**src/rtl/lda_accel_ms_if.sv**
```systemverilog
// Avalon-MM slave bus plus pixel valid/ready stream for lda_accel_ms.
// slave = accelerator side, master = host/sink side.
interface lda_accel_ms_if #(
  parameter int X_W      = 9,
  parameter int Y_W      = 8,
  parameter int COLOUR_W = 3
);
  logic                avs_s1_chipselect;
  logic [2:0]          avs_s1_address;
  logic                avs_s1_read;
  logic                avs_s1_write;
  logic [31:0]         avs_s1_writedata;
  logic [31:0]         avs_s1_readdata;
  logic                avs_s1_waitrequest;
  logic [X_W-1:0]      pix_x;
  logic [Y_W-1:0]      pix_y;
  logic [COLOUR_W-1:0] pix_colour;
  logic                pix_valid;
  logic                pix_ready;
  logic                irq;

  modport slave (
    input  avs_s1_chipselect, avs_s1_address, avs_s1_read, avs_s1_write,
           avs_s1_writedata, pix_ready,
    output avs_s1_readdata, avs_s1_waitrequest, pix_x, pix_y, pix_colour,
           pix_valid, irq
  );

  modport master (
    output avs_s1_chipselect, avs_s1_address, avs_s1_read, avs_s1_write,
           avs_s1_writedata, pix_ready,
    input  avs_s1_readdata, avs_s1_waitrequest, pix_x, pix_y, pix_colour,
           pix_valid, irq
  );
endinterface

```
**src/rtl/lda_accel_ms.sv**
```systemverilog
// lda_accel_ms: Avalon-MM Bresenham line accelerator with stall/poll GO.
// Optional pixel counter at address 6 when LDA_ACCEL_PIXCNT_EN is defined.
module lda_accel_ms #(
  parameter int X_W      = 9,
  parameter int Y_W      = 8,
  parameter int COLOUR_W = 3
) (
  input logic           csi_clockreset_clk,
  input logic           csi_clockreset_reset_n,
  lda_accel_ms_if.slave s1
);
  localparam int MW = (X_W > Y_W) ? X_W : Y_W;
  localparam int EW = MW + 2;

  localparam logic [1:0] IDLE = 2'd0;
  localparam logic [1:0] INIT = 2'd1;
  localparam logic [1:0] DRAW = 2'd2;

  logic clk, rst_n;
  assign clk   = csi_clockreset_clk;
  assign rst_n = csi_clockreset_reset_n;

  logic [1:0]          state;
  logic [1:0]          mode;
  logic                line_poll;
  logic                done;
  logic                rel;
  logic [X_W-1:0]      x0_r, x1_r, cur_x, end_x;
  logic [Y_W-1:0]      y0_r, y1_r, cur_y, end_y;
  logic [COLOUR_W-1:0] colour_r, line_colour;
  logic                steep, sx, sy;
  logic signed [EW-1:0] err, major, minor;

  logic [2:0]  addr;
  logic [31:0] wdata;
  logic        wr_en, go_wr, busy, stall_mode, go_accept, done_clr;
  logic        fire, at_end, last;
  logic [31:0] rdata, cnt_rd;
  logic        unused_wdata;

  assign addr         = s1.avs_s1_address;
  assign wdata        = s1.avs_s1_writedata;
  assign unused_wdata = ^wdata;
  assign wr_en        = s1.avs_s1_chipselect & s1.avs_s1_write;
  assign go_wr        = wr_en & (addr == 3'd2);
  assign busy         = (state != IDLE);
  // While a line runs, GO stalling follows the mode captured at its start.
  assign stall_mode   = busy ? !line_poll : !mode[0];
  assign go_accept    = go_wr & !busy & !rel;
  assign done_clr     = go_accept | (wr_en & (addr == 3'd1) & wdata[1]);
  assign fire         = (state == DRAW) & s1.pix_ready;
  assign at_end       = (cur_x == end_x) & (cur_y == end_y);
  assign last         = fire & at_end;

  assign s1.avs_s1_waitrequest = go_wr & stall_mode & !rel;
  assign s1.pix_x      = cur_x;
  assign s1.pix_y      = cur_y;
  assign s1.pix_colour = line_colour;
  assign s1.pix_valid  = (state == DRAW);
  assign s1.irq        = done & mode[1];

  // Setup terms derived from the stored endpoints during INIT
  logic signed [EW-1:0] dx, dy, adx, ady, maj_c, min_c;
  logic                 steep_c;
  assign dx      = $signed({{(EW-X_W){1'b0}}, x1_r}) - $signed({{(EW-X_W){1'b0}}, x0_r});
  assign dy      = $signed({{(EW-Y_W){1'b0}}, y1_r}) - $signed({{(EW-Y_W){1'b0}}, y0_r});
  assign adx     = dx[EW-1] ? -dx : dx;
  assign ady     = dy[EW-1] ? -dy : dy;
  assign steep_c = ady > adx;
  assign maj_c   = steep_c ? ady : adx;
  assign min_c   = steep_c ? adx : ady;

  // Stepping in place of swapping: the steep flag picks which axis is major
  logic signed [EW-1:0] err_dec;
  logic                 minor_step;
  logic [X_W-1:0]       x_step;
  logic [Y_W-1:0]       y_step;
  assign err_dec    = err - minor;
  assign minor_step = err_dec[EW-1];
  assign x_step     = sx ? cur_x - X_W'(1) : cur_x + X_W'(1);
  assign y_step     = sy ? cur_y - Y_W'(1) : cur_y + Y_W'(1);

  always_ff @(posedge clk or negedge rst_n) begin
    if (!rst_n) begin
      state       <= IDLE;
      line_poll   <= 1'b0;
      done        <= 1'b0;
      rel         <= 1'b0;
      cur_x       <= '0;
      cur_y       <= '0;
      end_x       <= '0;
      end_y       <= '0;
      line_colour <= '0;
      steep       <= 1'b0;
      sx          <= 1'b0;
      sy          <= 1'b0;
      err         <= '0;
      major       <= '0;
      minor       <= '0;
    end else begin
      rel <= last;
      if (last)
        done <= 1'b1;
      else if (done_clr)
        done <= 1'b0;
      case (state)
        IDLE: begin
          if (go_accept) begin
            state     <= INIT;
            line_poll <= mode[0];
          end
        end
        INIT: begin
          cur_x       <= x0_r;
          cur_y       <= y0_r;
          end_x       <= x1_r;
          end_y       <= y1_r;
          line_colour <= colour_r;
          steep       <= steep_c;
          sx          <= dx[EW-1];
          sy          <= dy[EW-1];
          major       <= maj_c;
          minor       <= min_c;
          err         <= maj_c >>> 1;
          state       <= DRAW;
        end
        DRAW: begin
          if (fire) begin
            if (at_end) begin
              state <= IDLE;
            end else begin
              if (!steep || minor_step) cur_x <= x_step;
              if (steep || minor_step)  cur_y <= y_step;
              err <= minor_step ? err_dec + major : err_dec;
            end
          end
        end
        default: state <= IDLE;
      endcase
    end
  end

  always_ff @(posedge clk or negedge rst_n) begin
    if (!rst_n) begin
      mode     <= '0;
      x0_r     <= '0;
      y0_r     <= '0;
      x1_r     <= '0;
      y1_r     <= '0;
      colour_r <= '0;
    end else if (wr_en) begin
      case (addr)
        3'd0: mode <= wdata[1:0];
        3'd3: begin
          x0_r <= wdata[X_W-1:0];
          y0_r <= wdata[X_W+Y_W-1:X_W];
        end
        3'd4: begin
          x1_r <= wdata[X_W-1:0];
          y1_r <= wdata[X_W+Y_W-1:X_W];
        end
        3'd5: colour_r <= wdata[COLOUR_W-1:0];
        default: ;
      endcase
    end
  end

`ifdef LDA_ACCEL_PIXCNT_EN
  logic [31:0] pix_cnt;
  always_ff @(posedge clk or negedge rst_n) begin
    if (!rst_n)
      pix_cnt <= '0;
    else if (go_accept)
      pix_cnt <= '0;
    else if (fire && (pix_cnt != '1))
      pix_cnt <= pix_cnt + 32'd1;
  end
  assign cnt_rd = pix_cnt;
`else
  assign cnt_rd = '0;
`endif

  always_comb begin
    rdata = '0;
    if (s1.avs_s1_chipselect && s1.avs_s1_read) begin
      case (addr)
        3'd0:    rdata = 32'(mode);
        3'd1:    rdata = {30'd0, done, busy};
        3'd3:    rdata = 32'({y0_r, x0_r});
        3'd4:    rdata = 32'({y1_r, x1_r});
        3'd5:    rdata = 32'(colour_r);
        3'd6:    rdata = cnt_rd;
        default: rdata = '0;
      endcase
    end
  end
  assign s1.avs_s1_readdata = rdata;

endmodule

```
**src/flat_wrapper.sv**
```systemverilog
// flat-port wrapper written by rule: the top's interface ports become plain ports
module lda_accel_ms_flat 
#(
  parameter int X_W      = 9,
  parameter int Y_W      = 8,
  parameter int COLOUR_W = 3
)
  (csi_clockreset_clk, csi_clockreset_reset_n, s1_avs_s1_chipselect, s1_avs_s1_address, s1_avs_s1_read, s1_avs_s1_write, s1_avs_s1_writedata, s1_pix_ready, s1_avs_s1_readdata, s1_avs_s1_waitrequest, s1_pix_x, s1_pix_y, s1_pix_colour, s1_pix_valid, s1_irq);
  lda_accel_ms_if #(.X_W(X_W), .Y_W(Y_W), .COLOUR_W(COLOUR_W)) s1_i ();
  input logic csi_clockreset_clk;
  input logic csi_clockreset_reset_n;
  input wire logic [$bits(s1_i.avs_s1_chipselect)-1:0] s1_avs_s1_chipselect;
  input wire logic [$bits(s1_i.avs_s1_address)-1:0] s1_avs_s1_address;
  input wire logic [$bits(s1_i.avs_s1_read)-1:0] s1_avs_s1_read;
  input wire logic [$bits(s1_i.avs_s1_write)-1:0] s1_avs_s1_write;
  input wire logic [$bits(s1_i.avs_s1_writedata)-1:0] s1_avs_s1_writedata;
  input wire logic [$bits(s1_i.pix_ready)-1:0] s1_pix_ready;
  output wire logic [$bits(s1_i.avs_s1_readdata)-1:0] s1_avs_s1_readdata;
  output wire logic [$bits(s1_i.avs_s1_waitrequest)-1:0] s1_avs_s1_waitrequest;
  output wire logic [$bits(s1_i.pix_x)-1:0] s1_pix_x;
  output wire logic [$bits(s1_i.pix_y)-1:0] s1_pix_y;
  output wire logic [$bits(s1_i.pix_colour)-1:0] s1_pix_colour;
  output wire logic [$bits(s1_i.pix_valid)-1:0] s1_pix_valid;
  output wire logic [$bits(s1_i.irq)-1:0] s1_irq;
  assign s1_i.avs_s1_chipselect = s1_avs_s1_chipselect;
  assign s1_i.avs_s1_address = s1_avs_s1_address;
  assign s1_i.avs_s1_read = s1_avs_s1_read;
  assign s1_i.avs_s1_write = s1_avs_s1_write;
  assign s1_i.avs_s1_writedata = s1_avs_s1_writedata;
  assign s1_i.pix_ready = s1_pix_ready;
  assign s1_avs_s1_readdata = s1_i.avs_s1_readdata;
  assign s1_avs_s1_waitrequest = s1_i.avs_s1_waitrequest;
  assign s1_pix_x = s1_i.pix_x;
  assign s1_pix_y = s1_i.pix_y;
  assign s1_pix_colour = s1_i.pix_colour;
  assign s1_pix_valid = s1_i.pix_valid;
  assign s1_irq = s1_i.irq;
  lda_accel_ms #(.X_W(X_W), .Y_W(Y_W), .COLOUR_W(COLOUR_W)) u_core (.csi_clockreset_clk(csi_clockreset_clk), .csi_clockreset_reset_n(csi_clockreset_reset_n), .s1(s1_i));
endmodule
```
**config.mk**
```make
export PLATFORM = sky130hd
export DESIGN_NAME = lda_accel_ms_flat
export DESIGN_NICKNAME = d
export VERILOG_FILES = /design/src/rtl/lda_accel_ms_if.sv /design/src/rtl/lda_accel_ms.sv /design/src/flat_wrapper.sv
export SDC_FILE = /design/constraint.sdc
export NUM_CORES = 1
export LEC_CHECK = 0
export BUFFER_PORTS_ARGS = -buffer_cell sky130_fd_sc_hd__buf_2
export CELL_PAD_IN_SITES_DETAIL_PLACEMENT = 2
export CELL_PAD_IN_SITES_GLOBAL_PLACEMENT = 2
export CORE_MARGIN = 2
export CORE_UTILIZATION = 30
export DETAILED_ROUTE_END_ITERATION = 16
export MAX_ROUTING_LAYER = met4
export PLACE_DENSITY_LB_ADDON = 0.08
export RECOVER_POWER = 100
export SLEW_MARGIN = 20
export SYNTH_ARGS = -nofsm -noshare
export SYNTH_HDL_FRONTEND = slang
export SYNTH_SLANG_ARGS = --single-unit
```
**constraint.sdc**
```tcl
create_clock -name csi_clockreset_clk -period 8.6 [get_ports csi_clockreset_clk]
set_input_delay 0.43 -clock csi_clockreset_clk [delete_from_list [all_inputs] [get_ports csi_clockreset_clk]]
set_output_delay 0.43 -clock csi_clockreset_clk [all_outputs]
set_load 0.05 [all_outputs]
```
==> After elaboration in Yosys (flattened, before gate mapping) <==
Index checks and enable logic that the tools add are counted.
Widths: inputs -> output; s select.
{ "word_totals": {"in_bits": 41, "elab_cells": 109, "reg_bits": 117, "out_inout_bits": 55} }
{ "op_classes": {"n_reduce_logical": 22, "addsub": 10, "n_eq_ne": 15, "mux": 27, "n_bitwise": 13, "order_cmp": 1} }
{ "ops": {"columns": ["cell", "n"], "rows": [
  ["$pmux 17 s5", 1],
  ["$mux 11", 7],
  ["$mux 9", 4],
  ["$mux 32", 1],
  ["$mux 8", 4],
  ["$neg 11->11", 2],
  ["$pmux 11 s2", 1],
  ["$pmux 9 s2", 1],
  ["$pmux 8 s2", 1],
  ["$and 1x1->1", 12],
  ["$add 11x11->11", 1],
  ["$gt 11x11->1", 1],
  ["$sub 11x11->11", 1],
  ["$ne 2x1->1 const B", 5],
  ["$reduce_and 2->1", 5],
  ["$sub 9x9->10", 1],
  ["$add 9x1->9 const B", 1],
  ["$eq 9x9->1", 1],
  ["$sub 8x8->9", 1],
  ["$sub 9x1->9 const B", 1],
  ["$add 8x1->8 const B", 1],
  ["$eq 8x8->1", 1],
  ["$reduce_and 4->1", 2],
  ["$sub 8x1->8 const B", 1],
  ["other kinds (17)", 31]
]} }

==> Depth between registers and ports, before layout <==
Gate-level depths: netlist of run 1.
{ "depth": {"word_depth": 7, "mapped_depth": 23, "mapped_depth_nobuf": 21} }

==> Least setup slack after synthesis of run 1 <==
Ideal clock, no wire load.
{ "synth_timing": {"kind": "flip-flop to flip-flop", "startpoint": "reg u_core.y1_r[0]", "endpoint": "reg u_core.steep", "path_stages_with_launch": 23, "arrival_ns": 4.271, "setup_slack_ns": 4.204, "setup_time_ns": 0.125, "period_less_slack_ns": 4.396, "required_time_ns": 8.475, "path_cell_list": "dfrtp_1 > inv_1 > ha_1 > inv_1 > fa_1 > a211oi_1 > nor2_1 > o311ai_1 > a21o_1 > mux2i_1 > inv_1 > ha_1 > nor2b_1 > o21a_1 > o21ai_0 > a21oi_1 > o21ai_0 > a22oi_1 > nor3b_1 > o21ai_2 > buf_6 > buf_2 > mux2_2"} }
{ "synth_between": {"elab_chain_cells": 4} }
{ "synth_lines": {"columns": ["element", "line_no", "source"], "rows": [
  ["from (decl)", "lda_accel_ms.sv:29", "logic [Y_W-1:0] y0_r, y1_r, cur_y, end_y;"],
  ["from (signal assigned)", "lda_accel_ms.sv:160", "y1_r <= wdata[X_W+Y_W-1:X_W];"],
  ["$sub 8x8->9 (*)", "lda_accel_ms.sv:66", "assign dy = $signed({{(EW-Y_W){1'b0}}, y1_r}) - $signed({{(EW-Y_W){1'b0}}, y0_r});"],
  ["$neg 11->11", "lda_accel_ms.sv:68", "assign ady = dy[EW-1] ? -dy : dy;"],
  ["$mux 11 (*)", "lda_accel_ms.sv:68", null],
  ["$gt 11x11->1 (*)", "lda_accel_ms.sv:69", "assign steep_c = ady > adx;"],
  ["to (signal assigned)", "lda_accel_ms.sv:119", "steep <= steep_c;"],
  ["to (decl)", "lda_accel_ms.sv:31", "logic steep, sx, sy;"]
]} }
Every way passes the cells marked *; elsewhere a longest branch is shown, timed or not.
A chain may end at the register's enable or synchronous reset.

==> Final worst setup path of run 1 <==
{ "layout_timing": {"startpoint": "reg u_core.y1_r[0]", "endpoint": "reg u_core.err[0]"} }
{ "layout_between": {"elab_chain_cells": 6} }
{ "layout_lines": {"columns": ["element", "line_no", "source"], "rows": [
  ["$sub 8x8->9 (*)", "lda_accel_ms.sv:66", null],
  ["$neg 11->11", "lda_accel_ms.sv:68", null],
  ["$mux 11 (*)", "lda_accel_ms.sv:68", null],
  ["$gt 11x11->1", "lda_accel_ms.sv:69", null],
  ["$mux 11 (*)", "lda_accel_ms.sv:70", "assign maj_c = steep_c ? ady : adx;"],
  ["$pmux 11 s2 (*)", "lda_accel_ms.sv:106", "case (state)"],
  ["to (signal assigned)", "lda_accel_ms.sv:124", "err <= maj_c >>> 1;"],
  ["to (signal assigned)", "lda_accel_ms.sv:134", "err <= minor_step ? err_dec + major : err_dec;"],
  ["to (decl)", "lda_accel_ms.sv:32", "logic signed [EW-1:0] err, major, minor;"]
]} }
Marks and branches as above.

==> results of run 1 <==
## timing repair
action,in CTS,in global routing
endpoints found under the hold margin,19,0
setup buffers,0,0
hold buffers,1,0
## final timing paths
kind / start / to / slack [ns]
worst min register to register: u_core.line_poll / u_core.line_poll / 0.50
worst max register to register: u_core.y1_r[0] / u_core.err[0] / 2.56
max in group asynchronous: csi_clockreset_reset_n / u_core.s1.pix_y[0] / 4.39
worst min-delay path: s1_avs_s1_writedata[10] / u_core.y0_r[1] / 0.23
worst max-delay path: u_core.y1_r[0] / u_core.err[0] / 2.56
min in group asynchronous: csi_clockreset_reset_n / u_core.state[0] / 0.80
## worst max-delay path, delay by kind of cell, from the launching register on
| family | cells | cell delay (ns) |
|---|---|---|
| AOI/OAI and AO/OA | 10 | 2.37 |
| adders and majority gates | 3 | 0.86 |
| buffers and inverters | 4 | 1.14 |
| DFF | 1 | 0.39 |
| muxes | 2 | 0.74 |
| and+or+nand+nor | 3 | 0.40 |
## cells in the final DEF, fill, tap and decap left out, drive strengths merged, types with 7 or more instances in the layout
master,count
a211oi,10
a21o,12
a21oi,56
a22oi,15
buf,26
clkbuf,72
conb,17
dfrtp,117
ha,65
inv,75
mux2,61
mux2i,25
nand2,66
nand3,13
nand3b,7
nor2,77
nor2b,13
nor3,12
o21ai,64
o22ai,7
xnor2,36
xor2,26
## state kept, by name, summed over array words and instances (netlist names), 3 cells and up
name and flops:
u_core.y1_r 8, u_core.s1.pix_y 8, u_core.x1_r 9, u_core.x0_r 9, u_core.y0_r 8, u_core.err 11
u_core.minor 11, u_core.s1.pix_colour 3, u_core.end_y 8, u_core.s1.pix_x 9, u_core.major 11, u_core.colour_r 3
u_core.end_x 9
## final cells by class
type | count | area (um2)
fillers | 3187 | 18140
multi-input cells | 684 | 5005
flip-flops and latches | 117 | 2928
well taps | 378 | 473.0
clock buffers | 22 | 444.2
repair buffers | 77 | 330.3
inverters | 74 | 277.8
clock inverters | 10 | 106.4
## metal layers
layer / part of all wire / up-vias / track usage / routed length (um)
li1: - / 3287 / - / -
met1: 0.49 / 3443 / 0.2525 / 12570
met3: 0.022 / 24 / 0.02623 / 553
met4: 0.015 / 0 / 0.05453 / 381
met5: 0 / - / - / 0
met2: 0.47 / 73 / 0.3031 / 12030
## cells by family after synthesis
group / share of synthesized area
AND/OR/NAND/NOR: 0.1281
AO/OA/AOI/OAI: 0.1725
buffers and inverters: 0.06092
flip-flops: 0.3485
multiplexers: 0.1133
adder cells (fa/ha/maj): 0.1111
XOR/XNOR: 0.06464
other: 0.0008940
## stage by stage
step | utilization | std cells | setup WS [ns]
6_report | 0.3452 | 1362 | 2.563
5_1_grt | 0.3452 | 1362 | 1.902
4_1_cts | 0.3497 | 1362 | 3.234
3_5_place_dp | 0.3295 | 1329 | 3.281
3_3_place_gp | 0.3295 | 1329 | 3.368
2_1_floorplan | - | 920 | 4.204
==> impl_metrics.tcl, run 1 <==
set metrics [dict create \
    outcome "finished, violations left" \
    violations "capacitance limit, slew limit" \
    wl_per_cell_um 18.75 \
    overflow 0 \
    hold_path.class "in2reg" \
    syn_area_um2 8401 \
    ys_ff_latch 117 \
    vias 6827 \
    wl_um 25540 \
    cp_data_required_time_ns 8.90 \
    synth_area_leaders "dfrtp_1 35%, ha_1 9.7%, mux2_2 7.1%" \
    drv_slew 235 \
    dieArea_um2 29360 \
    cts_buffer_depth 2 \
    core_area_um2 27710 \
    grt_pass1_vias 7362 \
    grt_max_degree 58 \
    yosysWarnings 0 \
    synth_edf_count 0 \
    maxSlewHeadroom -1.276 \
    r2r_cells 22 \
    viasPerCell 5.012 \
    yosysTopAreaCellShare 0.3485 \
    fmax_mhz 165.7 \
    antenna_found_initial 0 \
    endpoint_kind "flop" \
    grt_pass1_wl_um 41500 \
    drt_first_pass_iters 5 \
    clockRootBuffer "clkbuf_16" \
    synth_largest_area_cell "dfrtp_1" \
    setup_violations 0 \
    drc 0 \
    dr.first_iter.drc_count 259 \
    crit_chain "inv_1 > ha_1 > inv_1 > fa_1 > a211oi_1 > nor2_1 > o311ai_0 > a21o_1 > mux2i_1 > inv_1 > ha_1 > nor2b_1 > o21a_1 > o21ai_0 > a21oi_1 > o21ai_0 > a22oi_1 > nor3b_1 > o21ai_2 > clkbuf_1 > mux2i_1 > a221o_1" \
    yosysSeqAreaShare 0.3485 \
    rows 61 \
    initial_core_util 0.3032 \
    min_period_ns 6.037 \
    io_buffer_count 65 \
    hold_viol 0 \
    netlist-cell-type-count 74 \
    die_h_um 171.3 \
    path_class "reg2reg" \
    cts-buffers-inserted 17 \
    start_kind "flop" \
    drive_gt1_frac 0.1220 \
    cp_max_fo 24 \
    cts_tree "done" \
    grt_util_all_layers 0.1901 \
    cp.arrival_ns 6.34 \
    synth.most_common_cell "dfrtp_1" \
    numClockSinks 117 \
    hold-worst-slack_ns 0.2275 \
    fin_worst_skew_ns 0.01130 \
    cpPeakStageDelay_ns 0.93 \
    synth_area_per_cell_um2 9.282 \
    worst_slew_pin_slew_ns 3.414 \
    hold_depth 3 \
    clk_latency_ns 0.43 \
    max-cap-violations 6 \
    finalNetCount 1083 \
    io_pins 96 \
    cts-resized-gates 0 \
    fin_tns_setup_ns 0 \
    synth_common_cells "117 x dfrtp_1, 77 x nor2_1, 74 x inv_1" \
    syn_inst 905 \
    cts_max_level 4 \
    rsz0062_at_grt "no" \
    postRouteAntennaNets 0 \
    crit_slowest_cell "clkbuf_1" \
    crit_path_frequent_cell "inv_1" \
    place_area_um2 9129 \
    gp_congestion 0.8033 \
    antenna_cells 0 \
    postLayoutCellArea_um2 9564 \
    clk_pin_slew_ns 0.06 \
    period_share 0.7020 \
    area_delta_synth_final_pct 13.85 \
    dieWidth_um 171.3 \
    synth-main-ff-cell "dfrtp_1" \
    synthArstFlopShare 1.000 \
    dpl.hpwl_um 18980 \
]
Power of run 1 is not shown: default switching activity piles up to over one toggle a cycle in this logic, so the estimate is an artifact.
==> run 2, diff against run 1 <==
==> constraint.sdc (replaced) <==
create_clock -name csi_clockreset_clk -period 5 [get_ports csi_clockreset_clk]
set_input_delay 0.25 -clock csi_clockreset_clk [delete_from_list [all_inputs] [get_ports csi_clockreset_clk]]
set_output_delay 0.25 -clock csi_clockreset_clk [all_outputs]
set_load 0.05 [all_outputs]
==> run 2 against run 1 <==
  * The run still ends with capacitance limit, slew limit left
  * Maximum frequency rose by 28%
  * Final cell count up 0.88%
  * Clock skew grew 0.0039 ns
  * Largest cell class unchanged
==> impl_metrics.tcl, run 2 (synthesized netlist as in run 1, its figures left out) <==
set metrics [dict create \
    initial_core_util 0.3032 \
    postRouteAntennaNets 0 \
    drc 0 \
    setup_violations 0 \
    drive_gt1_frac 0.1606 \
    crit_slowest_cell "xnor2_1" \
    crit_start "u_core.x1_r[0]" \
    vias 6864 \
    grt_max_degree 57 \
    critPathTopFamily "compound AO/OA/AOI/OAI gates" \
    clk_latency_ns 0.43 \
    cts_tree "done" \
    antenna_found_initial 0 \
    placedCellCount 1337 \
    start_kind "flop" \
    max-cap-violations 5 \
    cp.arrival_ns 5.02 \
    stdcell_count 1374 \
    grt_pass1_wl_um 42370 \
    drv_slew 180 \
    area_delta_synth_final_pct 17.37 \
    worst_slew_pin_slew_ns 2.598 \
    hold_path.class "in2reg" \
    maxSlewHeadroom -0.7317 \
    cp_data_required_time_ns 5.30 \
    fin_worst_skew_ns 0.01516 \
    viasPerCell 4.996 \
    overflow 0 \
    dieArea_um2 29360 \
    dieWidth_um 171.3 \
    fin_tns_setup_ns 0 \
    clockRootBuffer "clkbuf_16" \
    endpoint_kind "flop" \
    worst-path-buf-inv 4 \
    rows 61 \
    cpPeakStageDelay_ns 0.47 \
    final_cell_mix "117 x dfrtp_1, 75 x nor2_1, 74 x inv_1" \
    io_buffer_count 65 \
    fmax_mhz 212.0 \
    post-route-util 0.3559 \
    cts_max_level 4 \
    finalNetCount 1095 \
    clk_pin_slew_ns 0.06 \
    cts_buffer_depth 2 \
    wl_per_cell_um 19.36 \
    reg2reg_from "u_core.x1_r[0]" \
    gp_congestion 0.7999 \
    hold_viol 0 \
    min_period_ns 4.718 \
    wl_um 26600 \
    numClockSinks 117 \
    period_share 0.9436 \
    hp-start "s1_avs_s1_writedata[6]" \
    cp_max_fo 12 \
    die_h_um 171.3 \
    path_class "reg2reg" \
    cts-buffers-inserted 17 \
    core_area_um2 27710 \
    violations "capacitance limit, slew limit" \
    dpl.hpwl_um 19710 \
    drt_first_pass_iters 6 \
    outcome "finished, violations left" \
    rsz0062_at_grt "no" \
    grt_pass1_vias 7414 \
    largestRegisters "u_core.err (11), u_core.major (11), u_core.minor (11)" \
    grt_util_all_layers 0.1941 \
    dr.first_iter.drc_count 212 \
    crit_chain "inv_1 > ha_1 > inv_1 > fa_1 > a21o_1 > a22o_1 > o41ai_1 > xnor2_1 > xnor2_1 > ha_4 > a21oi_2 > nand2b_1 > o31a_1 > o41ai_2 > o21ai_2 > buf_4 > clkbuf_16 > mux2i_1 > mux2_2" \
    antenna_cells 0 \
    io_pins 96 \
    layout_commonest_cell "dfrtp_1" \
]
-- run 2: cell types whose count changed in the layout (fill, tap and decap cells not counted), moves of 2 or more --
cell,change
clkbuf_16,+2
clkinv_2,-5
mux2_4,+4
mux2i_1,-2
clkbuf_1,-8
buf_4,+12
clkinvlp_4,+4
mux2i_2,+2
ha_1,-2
mux2_1,-4
clkinv_4,+4
-- run 2: repair_timing --
| action | in CTS | in global routing |
|---|---|---|
| endpoints found under the setup margin | 0 | 28 |
| buffers inserted | 0 | 2 |
| hold buffers | 1 | 0 |
| hold endpoints to repair | 16 | 0 |
| resized for setup | 0 | 17 |
-- run 2: per-layer routing --
| metal | global-route usage | part of all wire | up-vias |
|---|---|---|---|
| li1 | - | - | 3311 |
| met3 | 0.02899 | 0.019 | 22 |
| met2 | 0.3112 | 0.48 | 75 |
| met4 | 0.04827 | 0.013 | 0 |
| met5 | - | 0 | - |
| met1 | 0.2580 | 0.49 | 3456 |
-- run 2: stage by stage --
step	hold WS, ns	setup WS (ns)	instance area, um2
after floorplan	-0.04559	0.6040	8457
after global placement	0.1523	0.1821	9201
after detailed placement	0.1560	0.02169	9201
after global routing	0.06298	0.009323	9859
after CTS	0.02822	0.007049	9796
final	0.04562	0.2819	9859
-- run 2: final cells by class --
cell class	instances	area [um2]
Fill cell	3113	17850
Multi-Input combinational cell	684	5116
Sequential cell	117	2928
Timing Repair Buffer	89	480.5
Tap cell	378	473.0
Clock buffer	18	429.2
Inverter	74	277.8
Clock inverter	14	155.1
-- run 2: worst reg2reg max path: stages, from the launching register on --
cell	delay (ns)
dfrtp_1	0.38
inv_1	0.10
ha_1	0.22
inv_1	0.07
fa_1	0.44
a21o_1	0.25
a22o_1	0.19
o41ai_1	0.38
xnor2_1	0.20
xnor2_1	0.47
ha_4	0.29
a21oi_2	0.15
nand2b_1	0.08
o31a_1	0.15
o41ai_2	0.35
o21ai_2	0.17
buf_4	0.17
clkbuf_16	0.16
mux2i_1	0.13
mux2_2	0.27
-- run 2: path summary, 6_finish.rpt --
path | cells after the start | end | slack, ns
max | 19 | u_core.minor[0] | 0.28
max reg2reg | 19 | u_core.minor[0] | 0.28
min in group asynchronous | 2 | u_core.line_poll | 0.56
min | 3 | u_core.x0_r[6] | 0.05
max in group asynchronous | 3 | u_core.minor[9] | 1.43
min reg2reg | 1 | u_core.s1.pix_colour[0] | 0.50
Power of run 2 is left out for the same reason.
==> run 3, diff against run 2 <==
--- a/config.mk
+++ b/config.mk
@@ -13,7 +13,8 @@
 export DETAILED_ROUTE_END_ITERATION = 16
 export MAX_ROUTING_LAYER = met4
 export PLACE_DENSITY_LB_ADDON = 0.08
-export RECOVER_POWER = 100
+export RECOVER_POWER = 50
+export REMOVE_ABC_BUFFERS = 1
 export SLEW_MARGIN = 20
 export SYNTH_ARGS = -nofsm -noshare
 export SYNTH_HDL_FRONTEND = slang
==> run 3 against run 2 <==
  * The run still ends with capacitance limit, slew limit left
  * Maximum frequency is 0.28% lower
  * Global-route usage decreased by 0.48 points
  * Final cell count grew 0.15%
  * Flip-flop and latch count stayed put
  * Core utilization about the same
  * Critical path type unchanged
  * Critical endpoint is now u_core.major[0]
  * Largest cell class unchanged
==> impl_metrics.tcl, run 3 (synthesized netlist as in run 1, its figures left out) <==
set metrics [dict create \
    vias 6841 \
    die_h_um 171.3 \
    r2r_cells 23 \
    core_area_um2 27710 \
    dieWidth_um 171.3 \
    rows 61 \
    min_period_ns 4.731 \
    outcome "finished, violations left" \
    crit_start "u_core.y1_r[0]" \
    fill_cells 3092 \
    postLayoutCellArea_um2 9873 \
    area_delta_synth_final_pct 17.53 \
    io_buffer_count 65 \
    crit_path_frequent_cell "inv_1" \
    hold_end "u_core.x0_r[6]" \
    grt_pass1_wl_um 41580 \
    cts_max_level 4 \
    clk_latency_ns 0.42 \
    endpoint_kind "flop" \
    drc 0 \
    grt_pass1_vias 7273 \
    hold-worst-slack_ns 0.04900 \
    largestRegisters "u_core.err (11), u_core.major (11), u_core.minor (11)" \
    pre_cts_ws_ns -0.05063 \
    overflow 0 \
    worst_slew_pin_slew_ns 2.521 \
    crit_slowest_cell "or4_1" \
    period_share 0.9463 \
    crit_chain "inv_1 > ha_1 > inv_1 > fa_2 > a211oi_4 > nor2_2 > or4_1 > o211ai_1 > nand2_1 > o21ai_1 > xor2_1 > inv_1 > ha_1 > nand2_1 > and4b_1 > a21oi_1 > o41a_1 > o41ai_2 > o21ai_2 > buf_4 > clkbuf_16 > mux2i_1 > mux2_2" \
    io_pins 96 \
    wl_per_cell_um 18.82 \
    placedCellCount 1337 \
    r2r-end "u_core.major[0]" \
    path_class "reg2reg" \
    setup_slack_ns 0.2686 \
    max-cap-violations 3 \
    gp_congestion 0.8144 \
    clockRootBuffer "clkbuf_16" \
    cts-buffers-inserted 17 \
    cts_tree "done" \
    final_cell_mix "116 x dfrtp_1, 74 x inv_1, 74 x nor2_1" \
    reg2reg_from "u_core.y1_r[0]" \
    drt_first_pass_iters 4 \
    stdcell_count 1376 \
    hold_depth 3 \
    drv_slew 98 \
    drive_gt1_frac 0.1874 \
    cp.arrival_ns 5.03 \
    hp-start "s1_avs_s1_writedata[6]" \
    cp_max_fo 12 \
    hold_path.class "in2reg" \
    reg2reg_slack_ns 0.27 \
    clk_pin_slew_ns 0.06 \
    cts_buffer_depth 2 \
    fin_worst_skew_ns 0.01393 \
    numClockSinks 117 \
    viasPerCell 4.972 \
    hold_viol 0 \
    maxSlewHeadroom -0.6810 \
    postRouteAntennaNets 0 \
    antenna_found_initial 0 \
    place_area_um2 9201 \
    wl_um 25900 \
    fmax_mhz 211.4 \
    start_kind "flop" \
    dpl.hpwl_um 19350 \
    setup_violations 0 \
    layout_commonest_cell "dfrtp_1" \
    grt_util_all_layers 0.1893 \
    grt_max_degree 51 \
    antenna_cells 0 \
    violations "capacitance limit, slew limit" \
    initial_core_util 0.3032 \
    dieArea_um2 29360 \
    finalNetCount 1097 \
    cpPeakStageDelay_ns 0.41 \
    cp_data_required_time_ns 5.30 \
    dr.first_iter.drc_count 217 \
]
[run 3: cell count changes in the layout (fill, tap and decap cells not counted), moves of 2 or more]
cell       change
clkinv_4       -3
buf_2         +25
clkbuf_8       +3
o21ai_1        +2
clkbuf_1      -28
clkinv_2       +2
buf_4          +5
bufinv_16      -2
[run 3: area by class of cell]
cell class	instances	area, um2	area share
multi-input combinational	684	5107	0.5173
sequential	117	2929	0.2967
timing repair buffer	91	538.0	0.05449
tap	378	473.0	0.04790
clock buffer	21	470.5	0.04765
inverter	74	277.8	0.02813
clock inverter	11	77.57	0.007857
[run 3: metrics by stage]
stage / utilization / setup TNS, ns
after floorplan: - / 0
after global placement: 0.3321 / 0
after detailed placement: 0.3321 / -0.1946
after CTS: 0.3525 / 0
after global routing: 0.3564 / -0.02959
final: 0.3564 / 0
[run 3: per-layer routing]
layer / up-vias / global-route usage / part of all wire
met2: 62 / 0.3019 / 0.47
met3: 9 / 0.02646 / 0.017
met4: 0 / 0.03648 / 0.0061
li1: 3319 / - / -
met1: 3451 / 0.2581 / 0.50
met5: - / - / 0
[run 3: worst max path at each step]
stage,end,cells past startpoint
global route,u_core.err[7],22
global placement,u_core.err[0],21
detailed placement,u_core.err[0],21
finish,u_core.major[0],23
CTS,u_core.err[0],21
floorplan,u_core.err[0],21
[run 3: timing repair]
action | CTS | global route
pin swaps | 0 | 4
hold buffers | 1 | 0
endpoints found under the setup margin | 13 | 28
resized for setup | 1 | 13
cloned | 0 | 2
buffers inserted | 0 | 4
hold endpoints to repair | 23 | 0
[run 3: worst max-delay path, delay by kind of cell, from the launching register on]
kind                       cells  cell delay (ns)
buffers and inverters          5             0.55
and+or+nand+nor                5             0.95
AOI/OAI and AO/OA              7             1.28
xor gates and xnor gates       1             0.26
adders and majority gates      3             0.82
muxes                          2             0.34
DFF                            1             0.40
Power of run 3 is left out for the same reason.
